`config.mk`:
```
export PLATFORM = sky130hd
export DESIGN_NAME = user_entropy_serializer
export DESIGN_NICKNAME = d
export VERILOG_FILES = /design/src/rtl/user_entropy_serializer.sv
export SDC_FILE = /design/constraint.sdc
export NUM_CORES = 1
export LEC_CHECK = 0
export CAP_MARGIN = 30
export CORE_UTILIZATION = 45
export DETAILED_ROUTE_END_ITERATION = 12
export PLACE_DENSITY = 0.76
export SYNTH_ARGS = -nofsm -noshare
export SYNTH_HDL_FRONTEND = slang
export SYNTH_SLANG_ARGS = --single-unit
```
`constraint.sdc`:
```
create_clock -name clk -period 4.9 [get_ports clk]
set_input_delay 0.98 -clock clk [delete_from_list [all_inputs] [get_ports clk]]
set_output_delay 0.98 -clock clk [all_outputs]
set_load 0.1 [all_outputs]
```
`src/rtl/user_entropy_serializer.sv`:
```
// -----------------------------------------------------------------------------
// user_entropy_serializer
//
// Transmit side of the TRNG user-entropy input. Bytes arrive over a
// valid/ready handshake. Each byte is sent as 8 bits on ent_bit, and every
// bit is qualified by one ent_strobe pulse. The receiver samples ent_bit on
// the rising edge of ent_strobe. Each bit cell is HALF cycles of strobe-low
// (setup) followed by HALF cycles of strobe-high (hold).
//
// Parameters:
//   HALF      - ent_strobe half-period in clk cycles (1..255)
//   LSB_FIRST - 1: bit 0 is sent first, 0: bit 7 is sent first
//
// Ports:
//   clk        in   system clock, all logic on posedge
//   rst        in   synchronous reset, active-high
//   in_data    in   byte to transmit
//   in_valid   in   in_data is valid
//   in_ready   out  byte accepted this cycle if in_valid (combinational)
//   ent_bit    out  serial entropy bit (registered)
//   ent_strobe out  bit clock (registered)
//   busy       out  a byte is being shifted out (registered)
//
// Build option:
//   USER_ENTROPY_SER_HOLDBUF_EN - adds a one-byte holding register so the
//   next byte can be accepted while the current one is shifting. Bytes then
//   follow each other with no IDLE cycle between them.
// -----------------------------------------------------------------------------
module user_entropy_serializer #(
    parameter int unsigned HALF      = 2,
    parameter bit          LSB_FIRST = 1'b1
) (
    input  logic       clk,
    input  logic       rst,
    input  logic [7:0] in_data,
    input  logic       in_valid,
    output logic       in_ready,
    output logic       ent_bit,
    output logic       ent_strobe,
    output logic       busy
);

    localparam int unsigned   PW         = $clog2(HALF + 1);
    localparam logic [PW-1:0] PHASE_LAST = PW'(HALF - 1);

    typedef enum logic [1:0] {
        S_IDLE,
        S_SETUP,
        S_HIGH
    } state_e;

    state_e        state_q, state_d;
    logic [PW-1:0] phase_q, phase_d;
    logic [2:0]    idx_q, idx_d;
    logic [7:0]    data_q, data_d;
    logic          ent_bit_q, ent_bit_d;
    logic          strobe_q, strobe_d;
    logic          busy_q, busy_d;

`ifdef USER_ENTROPY_SER_HOLDBUF_EN
    logic [7:0]    hold_q, hold_d;
    logic          hold_full_q, hold_full_d;
`endif

    logic          take;
    logic          phase_end;
    logic          load_en;
    logic [7:0]    load_byte;

    // Bit idx in transmission order (idx 0 is the first bit on the wire).
    function automatic logic pick_bit(input logic [7:0] b, input logic [2:0] idx);
        return LSB_FIRST ? b[idx] : b[3'd7 - idx];
    endfunction

    always_comb begin
        // NOTE: every signal driven here gets a default first, so no path
        // leaves one unassigned and no latch is inferred.
        state_d   = state_q;
        phase_d   = phase_q;
        idx_d     = idx_q;
        data_d    = data_q;
        ent_bit_d = ent_bit_q;
        strobe_d  = strobe_q;
        busy_d    = busy_q;
        load_en   = 1'b0;
        load_byte = in_data;
`ifdef USER_ENTROPY_SER_HOLDBUF_EN
        hold_d      = hold_q;
        hold_full_d = hold_full_q;
        in_ready    = !hold_full_q;
`else
        in_ready    = (state_q == S_IDLE);
`endif
        take      = in_valid && in_ready;
        phase_end = (phase_q == PHASE_LAST);

        unique case (state_q)
            S_IDLE: begin
                load_en = take;
            end
            S_SETUP: begin
                phase_d = phase_q + 1'b1;
                if (phase_end) begin
                    phase_d  = '0;
                    state_d  = S_HIGH;
                    strobe_d = 1'b1;
                end
            end
            S_HIGH: begin
                phase_d = phase_q + 1'b1;
                if (phase_end) begin
                    phase_d  = '0;
                    strobe_d = 1'b0;
                    if (idx_q != 3'd7) begin
                        // ent_bit changes only as the strobe falls.
                        idx_d     = idx_q + 3'd1;
                        ent_bit_d = pick_bit(data_q, idx_q + 3'd1);
                        state_d   = S_SETUP;
                    end else begin
                        state_d   = S_IDLE;
                        ent_bit_d = 1'b0;
                        busy_d    = 1'b0;
                        idx_d     = '0;
`ifdef USER_ENTROPY_SER_HOLDBUF_EN
                        // Chain straight into the next byte: from the hold
                        // register if it is full, otherwise from a byte
                        // handed over on this very edge.
                        if (hold_full_q) begin
                            load_en     = 1'b1;
                            load_byte   = hold_q;
                            hold_full_d = 1'b0;
                        end else begin
                            load_en     = take;
                        end
`endif
                    end
                end
            end
            default: state_d = S_IDLE;
        endcase

`ifdef USER_ENTROPY_SER_HOLDBUF_EN
        // A byte accepted while the shifter is occupied, and not consumed
        // directly above, parks in the hold register.
        if (take && (state_q != S_IDLE) && !load_en) begin
            hold_d      = in_data;
            hold_full_d = 1'b1;
        end
`endif

        if (load_en) begin
            data_d    = load_byte;
            ent_bit_d = pick_bit(load_byte, 3'd0);
            busy_d    = 1'b1;
            phase_d   = '0;
            idx_d     = '0;
            strobe_d  = 1'b0;
            state_d   = S_SETUP;
        end
    end

    // NOTE: state registers use non-blocking assignments so every register
    // samples pre-edge values, independent of statement order.
    always_ff @(posedge clk) begin
        if (rst) begin
            state_q   <= S_IDLE;
            phase_q   <= '0;
            idx_q     <= '0;
            // NOTE: data_q is a single register, not a memory, so it is
            // reset with everything else to keep the block deterministic.
            data_q    <= '0;
            ent_bit_q <= 1'b0;
            strobe_q  <= 1'b0;
            busy_q    <= 1'b0;
`ifdef USER_ENTROPY_SER_HOLDBUF_EN
            hold_q      <= '0;
            hold_full_q <= 1'b0;
`endif
        end else begin
            state_q   <= state_d;
            phase_q   <= phase_d;
            idx_q     <= idx_d;
            data_q    <= data_d;
            ent_bit_q <= ent_bit_d;
            strobe_q  <= strobe_d;
            busy_q    <= busy_d;
`ifdef USER_ENTROPY_SER_HOLDBUF_EN
            hold_q      <= hold_d;
            hold_full_q <= hold_full_d;
`endif
        end
    end

    assign ent_bit    = ent_bit_q;
    assign ent_strobe = strobe_q;
    assign busy       = busy_q;

endmodule

```
After elaboration in Yosys (flattened, before gate mapping)
Index checks and enable logic that the tools add are counted.

Bits in registers: 18. Bits of input ports: 11. Output and inout port bits: 4. Logic and storage cells: 56.

Add/subtract/negate cells: 2. Order comparisons: 1. Eq/ne operators: 10. Mux-type cells: 21. Bitwise operators: 1. Reductions and logical operators: 13.

Operators by type and width (number): $mux 1 (14); $reduce_and 3->1 (4); $ne 3x3->1 const B (3); $mux 2 (3); $ne 2x2->1 const B (3); $pmux 2 s3 (1); $reduce_bool 2->1 (3); $eq 2x1->1 const B (2); $lt 3x4->1 const B (1); $reduce_and 2->1 (2); $reduce_or 2->1 (2); $add 3x1->3 const B (1); $bmux 1 s3 (1); $mux 3 (1); $add 2x1->2 const B (1); $eq 2x2->1 const B (1); $logic_not 2->1 (1); $ne 2x1->1 const B (1); $pmux 1 s2 (1); $logic_and 1x1->1 (1); $not 1->1 (1).

Logic depth before layout (Yosys ltp)
Gate-level depths: netlist (run 1).

Depth in word-level cells: 7. Depth in mapped cells: 7. Gate-level depth less buffers: 6.

Worst setup path before layout (run 1)
OpenSTA, ideal clock, no wires.

Path kind: reg2out. Start: register state_q[0]. End: output port in_ready. Data arrival time: 1.266 ns. Required time: 3.920 ns. Setup slack: 2.654 ns. Stages on the path, launching flop included: 3. Path buffers: 0. Cells stage by stage: dfxtp_1 inv_1 ha_1.

Word-level cells in the longest chain between the ends: 1.

Ends and longest elaborated chain: from (decl) (line 52) `state_e state_q, state_d;`; from (signal assigned) (line 180) `state_q <= state_d;`; $logic_not 2->1 (line 92) `in_ready = (state_q == S_IDLE);`; to (decl) (line 37) `output logic in_ready,`.

Every way passes these cells.

Worst setup path in the final report (run 1)
Ends and elaborated chain as after synthesis.

==> metrics.md, run 1 <==
| Metric | Value |
|---|---|
| Setup Fix Bufs, Post-CTS | 0 |
| Number of max-cap violations | 0 |
| Least-Margin Pin Slew | 0.978 ns |
| Max Slew Vio Count | 0 |
| Async S/R FF share, synth | 0% |
| WP data required | 3.92 ns |
| Post-CTS sizing | 0 |
| Min-Delay Path Class | register to register |
| GRT Util Overall | 18.0% |
| Final Cycle Share | 64.7% |
| H-Tree Level Count | 1 |
| Vias | 706 |
| Post-synth top flop | dfxtp_1 |
| NetSw | 0.000106 W |
| Average wire per standard cell | 11.4 µm |
| Fmax | 315 MHz |
| Largest net degree at the start of global routing | 13 |
| Status | complete, no violations |
| Element type at the critical path end | output port |
| Dpl cells | 137 |
| Worst skew pair latency | 0.29 ns |
| Crit path cell chain | inv_1 -> ha_1 -> clkdlybuf4s50_1 |
| Final Hold Viols | 0 |
| Comb pwr share | 25.7% |
| Tmin final | 3.17 ns |
| Pwr/cell area | 323 nW/µm² |
| WS Path Type | register to output port |
| Post-route ant nets | 0 |
| GR Overflow Total | 0 |
| Via density | 5.01 |
| Critical path arrival | 2.19 ns |
| Max Buffers Root-to-Sink | 2 |
| Max IR drop VDD | 0.206 mV |
| Hold buffers post-CTS | 0 |
| Share of layout cells above drive strength 1 | 5.17% |
| Post-Syn Nets | 121 |
| Clk pwr share | 26.4% |
| CTS Root Buffer Type | clkbuf_4 |
| Final Setup Violations | 0 |
| DRC | 0 |
| Placer Congestion | 0.738 |
| PortBufs | 14 |
| Rows | 15 |
| Post-synth EDFFs | 0 |
| CTS tree | built |
| Initial core utilization | 48.9% |
| Die height | 45.8 µm |
| YS warnings | 0 |
| Max-slew headroom | 34.6% |
| Critical path's slowest cell | clkdlybuf4s50_1 |
| Area Growth Syn to Fin | 20.6% |
| Sequential power share | 47.9% |
| NumNets Final | 134 |
| Sink Count | 18 |
| Core Area | 1760 µm² |
| DIE AREA | 2100 µm² |
| #FFs+latches synth | 18 |
| Final Non-Filler Cells | 141 |
| Diodes inserted | 0 |
| Leak | 0.395 nW |
| Initial DRC Count | 7 |
| Pint | 0.000231 W |
| Wirelength, routed | 1.61 mm |
| Detail Placement HPWL | 1.21 mm |
| Final Skew | 0.00438 ns |
| TritonCTS Buffers | 3 |
| Vias in the first global route | 685 |
| RSZ-0062 raised after global routing | no |
| Clk slew on worst S/H paths | 0.10 ns |
| Post-Syn Instances | 104 |
| Cell variety after synth | 27 |
| Avg Cell Area, Syn | 8.30 µm² |
| Setup TNS | 0 ns |
| Chip width | 45.8 µm |
| I/O pin cnt | 15 |
| CP Launch Type | register |
| First-pass GRT wire length | 2.71 mm |
| Share of the yosys chip area belonging to registers | 41.7% |
| Initial antenna violation count | 0 |
| Crit-path max cell delay | 1.19 ns |
| Net Sw Frac | 31.4% |
| Mapped Area | 863 µm² |
| DRT Pass-1 Iters | 4 |
| Crit Path Max Fanout | 9 |
power groups by stage:
stage | logic (W) | registers, W | clock network [W]
2_1_floorplan | 0.0000544 | 0.000177 | 0
3_3_place_gp | 0.0000847 | 0.000164 | 0
3_5_place_dp | 0.0000867 | 0.000165 | 0
4_1_cts | 0.0000872 | 0.000161 | 0.0000932
5_1_grt | 0.0000941 | 0.000162 | 0.000100
6_report | 0.0000864 | 0.000161 | 0.0000890
cell usage in the layout, fill, tap and decap left out, drive strengths merged, types with 2 or more instances in the layout:
cell type,count
nand2,22
dfxtp,18
a21oi,14
clkdlybuf4s50,14
ha,6
inv,5
nor2,5
o21ai,4
clkbuf,4
mux2i,3
nand2b,2
o31ai,2
or3,2
nand3b,2
nand3,2
metrics by stage:
stage / utilization [%] / instance area (µm²) / power [W] / setup WS, ns / hold WS (ns)
floorplan: - / 863 / 0.000231 / 2.65 / 0.405
global placement: 57.0 / 1000 / 0.000249 / 2.09 / 0.411
detailed placement: 57.0 / 1000 / 0.000251 / 2.04 / 0.443
CTS: 59.0 / 1040 / 0.000342 / 1.70 / 0.456
global route: 59.0 / 1040 / 0.000357 / 1.64 / 0.475
finish: 59.0 / 1040 / 0.000336 / 1.73 / 0.451
cell families (layout without fill, tap and decap cells):
logic type | count (synthesis) | count (layout) | share of synthesized area (%)
multiplexers | 4 | 4 | 4.78
XOR/XNOR | 1 | 1 | 1.01
adder cells (fa/ha/maj) | 6 | 6 | 8.70
AO/OA/AOI/OAI | 24 | 24 | 15.8
flip-flops | 18 | 18 | 41.7
buffers and inverters | 11 | 23 | 5.65
AND/OR/NAND/NOR | 40 | 40 | 22.3
path summary, 6_finish.rpt:
kind / to / cells after the start / start / slack [ns]
max: in_ready / 3 / state_q[0] / 1.73
min: phase_q[1] / 2 / phase_q[1] / 0.45
max reg2reg: ent_bit / 6 / state_q[0] / 2.89
min reg2reg: phase_q[1] / 2 / phase_q[1] / 0.45
layout make-up:
type / count / area [µm²]
clock buffers: 4 / 36.3
fillers: 174 / 723
inverters: 5 / 18.8
multi-input cells: 75 / 454
flip-flops and latches: 18 / 360
well taps: 25 / 31.3
repair buffers: 14 / 140
worst max-delay path: cells and delay by family, from the launching register on:
kind	cells	cell delay (ns)
fa+ha+maj	1	0.30
buf+inv	2	1.28
flops	1	0.33
sequential cells by signal, summed over array words and instances, names as in the netlist:
| signal | cells |
|---|---|
| data_q | 8 |
| busy | 1 |
| ent_strobe | 1 |
| ent_bit | 1 |
| phase_q | 2 |
| state_q | 2 |
| idx_q | 3 |
synth_stat cells, types with 2 or more instances:
| master | instances | area (µm²) |
|---|---|---|
| nand2b_1 | 2 | 12.5 |
| dfxtp_1 | 18 | 360 |
| inv_1 | 5 | 18.8 |
| o31ai_1 | 2 | 15.0 |
| nand3b_1 | 2 | 15.0 |
| nand2_1 | 21 | 78.8 |
| or3_1 | 2 | 12.5 |
| nand3_1 | 2 | 10.0 |
| a21oi_1 | 14 | 70.1 |
| nor2_1 | 5 | 18.8 |
| mux2i_1 | 3 | 30.0 |
| ha_1 | 6 | 75.1 |
| o21ai_0 | 4 | 20.0 |
| clkbuf_1 | 5 | 18.8 |
routing by layer:
layer | part of all wire [%] | GRT usage (%)
met5 | 0 | 0
met4 | 0 | 3.53
met3 | 3.4 | 5.95
met2 | 50 | 33.1
met1 | 47 | 20.1
(Power assumes the default switching activity.)
==> run 2: changes to the inputs <==
==> constraint.sdc (replaced) <==
create_clock -name clk -period 3.1 [get_ports clk]
set_input_delay 0.62 -clock clk [delete_from_list [all_inputs] [get_ports clk]]
set_output_delay 0.62 -clock clk [all_outputs]
set_load 0.1 [all_outputs]
==> metrics.md, run 2 (synthesis results as in run 1) <==
| Metric | Value |
|---|---|
| Status | complete, no violations |
| Sink Count | 18 (unchanged) |
| Internal reg-to-reg setup slack | 1.10 ns (-1.79 ns) |
| WS Path Type | input port to register |
| Hold Worst Slack | 0.434 ns (-0.0173 ns) |
| Top reg by flops | data_q |
| Setup TNS | 0 ns (unchanged) |
| TritonCTS Buffers | 3 (unchanged) |
| Met3 WL post-DR | 55 µm (unchanged) |
| GR Overflow Total | 0 (unchanged) |
| Crit Path Max Fanout | 11 (+2) |
| Final Non-Filler Cells | 141 (unchanged) |
| Least-Margin Pin Slew | 0.423 ns (-0.555 ns) |
| Wire length on met1 | 719 µm (-4.3%) |
| Leak | 0.400 nW (+1.4%) |
| DRC | 0 (unchanged) |
| Post-route ant nets | 0 (unchanged) |
| Critical path arrival | 2.25 ns (+0.06 ns) |
| Final Hold Viols | 0 (unchanged) |
| Dpl ws | 0.764 ns (-1.28 ns) |
| RSZ-0062 raised after global routing | no |
| Met2 wire length | 860 µm (+7.5%) |
| Tmin final | 2.05 ns |
| CTS Root Buffer Type | clkbuf_4 |
| Average wire per standard cell | 11.7 µm (+2.4%) |
| Placer Congestion | 0.770 (+4.4%) |
| Chip width | 45.8 µm (unchanged) |
| Crit-path max cell delay | 0.45 ns (-0.74 ns) |
| Initial antenna violation count | 0 (unchanged) |
| PortBufs | 14 (unchanged) |
| DRT Pass-1 Iters | 4 (unchanged) |
| Max IR drop VDD | 0.409 mV (+98%) |
| Hold wc startpoint | phase_q[1] |
| CTS tree | built |
| Vias | 737 (+4.4%) |
| Largest net degree at the start of global routing | 13 (unchanged) |
| Pwr/cell area | 514 nW/µm² (+59%) |
| Most common cell after layout, fill and taps aside | nand2_1 |
| Final worst setup slack | 1.05 ns (-0.675 ns) |
| FF-to-FF End | ent_bit |
| GRT Util Overall | 18.7% (+0.69 points) |
| Rows | 15 (unchanged) |
| Area Growth Syn to Fin | 19.4% |
| Die height | 45.8 µm (unchanged) |
| Max-slew headroom | 71.7% (+37 points) |
| CP Launch Type | input port |
| Final Setup Violations | 0 (unchanged) |
| Top Layer Used | met4 |
| Max Slew Vio Count | 0 (unchanged) |
| Post-CTS sizing | 0 (unchanged) |
| Max Buffers Root-to-Sink | 2 (unchanged) |
| WP data required | 3.30 ns (-0.62 ns) |
| Diodes inserted | 0 (unchanged) |
| NumNets Final | 134 (unchanged) |
| Hold buffers post-CTS | 0 (unchanged) |
| Biggest regs | data_q: 8 flops, idx_q: 3 flops |
| Min-Delay Path Depth | 2 (unchanged) |
| Fmax | 489 MHz |
| First-pass GRT wire length | 2.78 mm (+2.5%) |
| Clk slew on worst S/H paths | 0.10 ns (about the same) |
| Initial core utilization | 48.9% (unchanged) |
| Largest register FFs | 8 (unchanged) |
| Worst skew pair latency | 0.29 ns (about the same) |
| Total power | 0.000530 W (+57%) |
| Setup Fix Bufs, Post-CTS | 0 (unchanged) |
| Detail Placement HPWL | 1.19 mm (-1.3%) |
| H-Tree Level Count | 1 (unchanged) |
| I/O pin cnt | 15 (unchanged) |
| Vias in the first global route | 639 (-6.7%) |
| Critical path's slowest cell | clkdlybuf4s50_1 |
| R2R depth | 6 (unchanged) |
| Core Area | 1760 µm² (unchanged) |
| Via density | 5.23 (+4.4%) |
| Initial DRC Count | 7 (unchanged) |
| Dpl cells | 137 (unchanged) |
| Final Skew | 0.00883 ns (+0.00445 ns) |
| Crit path cell chain | clkdlybuf4s50_1 -> nand2_1 -> nand2b_1 -> or3_1 -> o32ai_1 |
| Worst r2r src | state_q[0] |
| Share of layout cells above drive strength 1 | 8.62% (+3.4 points) |
| Most frequent cells in the layout | 21 x nand2_1, 18 x dfxtp_1, 14 x a21oi_1 |
| Worst hold path endpoint | phase_q[1] |
| Final Cycle Share | 66.0% |
| Element type at the critical path end | register |
| Min-Delay Path Class | register to register |
| Wirelength, routed | 1.65 mm (+2.4%) |
| Number of max-cap violations | 0 (unchanged) |
| DIE AREA | 2100 µm² (unchanged) |
==> run 2: cell types whose count changed in the layout (fill, tap and decap cells not counted), sizes merged <==
| cell | change |
|---|---|
| buf | +4 |
| clkdlybuf4s50 | -4 |
==> run 2: report_power, final <==
group	internal (W)	total, W	switching (W)
sequential	0.000247	0.000256	0.00000873
clock	0.0000716	0.000141	0.0000693
combinational	0.0000447	0.000133	0.0000887
==> run 2: final cells by class <==
| class | count | area [µm²] |
|---|---|---|
| tap | 25 | 31.3 |
| multi-input combinational | 75 | 454 |
| clock buffer | 4 | 36.3 |
| fill | 169 | 733 |
| sequential | 18 | 360 |
| timing repair buffer | 14 | 130 |
| inverter | 5 | 18.8 |
==> run 2: how the worst max path moves through the flow <==
| stage | from | to | slack [ns] | cells after the start |
|---|---|---|---|---|
| after floorplan | state_q[0] | ent_bit | 1.02 | 7 |
| after global placement | rst | ent_bit | 0.79 | 4 |
| after detailed placement | in_valid | ent_bit | 0.76 | 5 |
| after CTS | in_valid | ent_bit | 1.07 | 5 |
| after global routing | state_q[0] | ent_bit | 0.92 | 6 |
| final | in_valid | ent_bit | 1.05 | 5 |
==> run 2: critical path, delay by kind of cell <==
kind / cells / cell delay [ns]
AOI/OAI and AO/OA: 1 / 0.25
buffers and inverters: 1 / 0.45
and+or+nand+nor: 3 / 0.93
==> run 2: through the flow <==
stage / instance area [µm²] / util (%)
final: 1030 / 58.4
after floorplan: 863 / -
after detailed placement: 995 / 56.4
after global placement: 995 / 56.4
after global routing: 1030 / 58.4
after CTS: 1030 / 58.4
==> run 2: routing by layer <==
metal,track usage (%),vias up
met3,4.76,2
met4,5.29,0
met1,21.7,345
met2,33.7,13
met5,0,-
li1,-,377
==> run 3: changes to the inputs <==
==> constraint.sdc (replaced) <==
create_clock -name clk -period 2 [get_ports clk]
set_input_delay 0.4 -clock clk [delete_from_list [all_inputs] [get_ports clk]]
set_output_delay 0.4 -clock clk [all_outputs]
set_load 0.1 [all_outputs]
==> metrics.md, run 3 (synthesis results as in run 1) <==
| Metric | Value |
|---|---|
| Sink Count | 18 (unchanged) |
| Top Layer Used | met4 |
| Met3 WL post-DR | 53 µm (-3.6%) |
| Clk slew on worst S/H paths | 0.11 ns (about the same) |
| Worst skew pair latency | 0.30 ns (about the same) |
| Leak | 0.419 nW (+4.6%) |
| Core Area | 1760 µm² (unchanged) |
| Share of layout cells above drive strength 1 | 11.8% (+3.1 points) |
| Number of max-cap violations | 0 (unchanged) |
| Most frequent cells in the layout | 21 x nand2_1, 18 x dfxtp_1, 14 x a21oi_1 |
| RSZ-0062 raised after global routing | no |
| Initial antenna violation count | 0 (unchanged) |
| I/O pin cnt | 15 (unchanged) |
| Max IR drop VDD | 0.461 mV (+13%) |
| Hold Worst Slack | 0.437 ns (+0.00316 ns) |
| Final Instance Area | 1070 µm² (+3.6%) |
| Detail Placement HPWL | 1.24 mm (+4.0%) |
| Met2 wire length | 837 µm (-2.7%) |
| CTS Root Buffer Type | clkbuf_4 |
| Vias | 751 (+1.9%) |
| Rows | 15 (unchanged) |
| Final worst setup slack | 0.361 ns (-0.693 ns) |
| Tmin final | 1.64 ns |
| R2R depth | 4 (-2) |
| Crit Path Max Fanout | 9 (-2) |
| CTS tree | built |
| Max-slew headroom | 77.6% (+5.9 points) |
| Chip width | 45.8 µm (unchanged) |
| Via density | 5.22 (-0.22%) |
| CP Launch Type | register |
| Final Cycle Share | 81.9% |
| GR Overflow Total | 0 (unchanged) |
| Pwr/cell area | 800 nW/µm² (+56%) |
| # fillers | 175 (+3.6%) |
| Dpl ws | 0.291 ns (-0.473 ns) |
| Area Growth Syn to Fin | 23.8% |
| Setup TNS | 0 ns (unchanged) |
| Final Setup Violations | 0 (unchanged) |
| Final Hold Viols | 0 (unchanged) |
| Post-CTS sizing | 0 (unchanged) |
| Hold buffers post-CTS | 0 (unchanged) |
| Max Buffers Root-to-Sink | 2 (unchanged) |
| WS Path Type | register to output port |
| NumNets Final | 137 (+2.2%) |
| Max Slew Vio Count | 0 (unchanged) |
| Min-Delay Path Class | register to register |
| Final Non-Filler Cells | 144 (+2.1%) |
| GRT Util Overall | 20.7% (+1.9 points) |
| Initial core utilization | 48.9% (unchanged) |
| Die height | 45.8 µm (unchanged) |
| Min-Delay Path Depth | 2 (unchanged) |
| Post-Place Cell Area | 1030 µm² (+3.8%) |
| Fmax | 610 MHz |
| TritonCTS Buffers | 3 (unchanged) |
| Status | complete, no violations |
| Critical path arrival | 1.24 ns (-1.01 ns) |
| DRT Pass-1 Iters | 4 (unchanged) |
| Largest register FFs | 8 (unchanged) |
| H-Tree Level Count | 1 (unchanged) |
| Dpl cells | 140 (+2.2%) |
| Wirelength, routed | 1.72 mm (+4.2%) |
| Biggest regs | data_q: 8 flops, idx_q: 3 flops |
| Element type at the critical path end | output port |
| Post-route ant nets | 0 (unchanged) |
| WP data required | 1.60 ns (-1.70 ns) |
| Most common cell after layout, fill and taps aside | nand2_1 |
| First-pass GRT wire length | 3.00 mm (+7.9%) |
| Top reg by flops | data_q |
| Wire length on met1 | 802 µm (+12%) |
| Average wire per standard cell | 11.9 µm (+2.0%) |
| Placer Congestion | 0.762 (-1.1%) |
| Final Skew | 0.00680 ns (-0.00203 ns) |
| DIE AREA | 2100 µm² (unchanged) |
| Initial DRC Count | 11 (+4) |
| Vias in the first global route | 710 (+11%) |
| Least-Margin Pin Slew | 0.336 ns (-0.0868 ns) |
| DRC | 0 (unchanged) |
| Largest net degree at the start of global routing | 12 (-1) |
| Diodes inserted | 0 (unchanged) |
| PortBufs | 14 (unchanged) |
| Setup Fix Bufs, Post-CTS | 0 (unchanged) |
## run 3: cell types whose count changed in the layout (fill, tap and decap cells not counted)
cell / change
buf_4: +2
ha_2: +1
buf_12: +1
ha_1: -1
## run 3: worst max-delay path, stage by stage, from the launching register on
cell     delay, ns
dfxtp_1       0.33
inv_1         0.10
ha_2          0.30
buf_12        0.20
## run 3: cell type report
class	count	area [µm²]	share of cell area, %
well taps	25	31.3	2.93
repair buffers	17	165	15.5
flip-flops and latches	18	360	33.7
multi-input cells	75	457	42.7
inverters	5	18.8	1.76
clock buffers	4	36.3	3.40
## run 3: layer usage
layer,GRT usage (%),up-vias
met4,7.65,0
met1,25.2,353
li1,-,384
met3,7.94,5
met2,32.9,9
met5,0,-
## run 3: worst paths after layout
path                                 start          to  slack (ns)
worst max-delay path            state_q[0]    in_ready        0.36
worst min register to register  phase_q[1]  phase_q[1]        0.44
worst min-delay path            phase_q[1]  phase_q[1]        0.44
worst max register to register    idx_q[0]     ent_bit        0.39
## run 3: power by group
| group | switching, W | internal (W) |
|---|---|---|
| registers | 0.0000130 | 0.000383 |
| logic | 0.000143 | 0.0000882 |
| clock network | 0.000117 | 0.000111 |
## run 3: metrics by stage
step           power, W  util [%]
6_report       0.000855      60.6
5_1_grt        0.000898      60.6
4_1_cts        0.000862      60.6
3_5_place_dp   0.000636      58.5
3_3_place_gp   0.000630      58.5
2_1_floorplan  0.000569         -
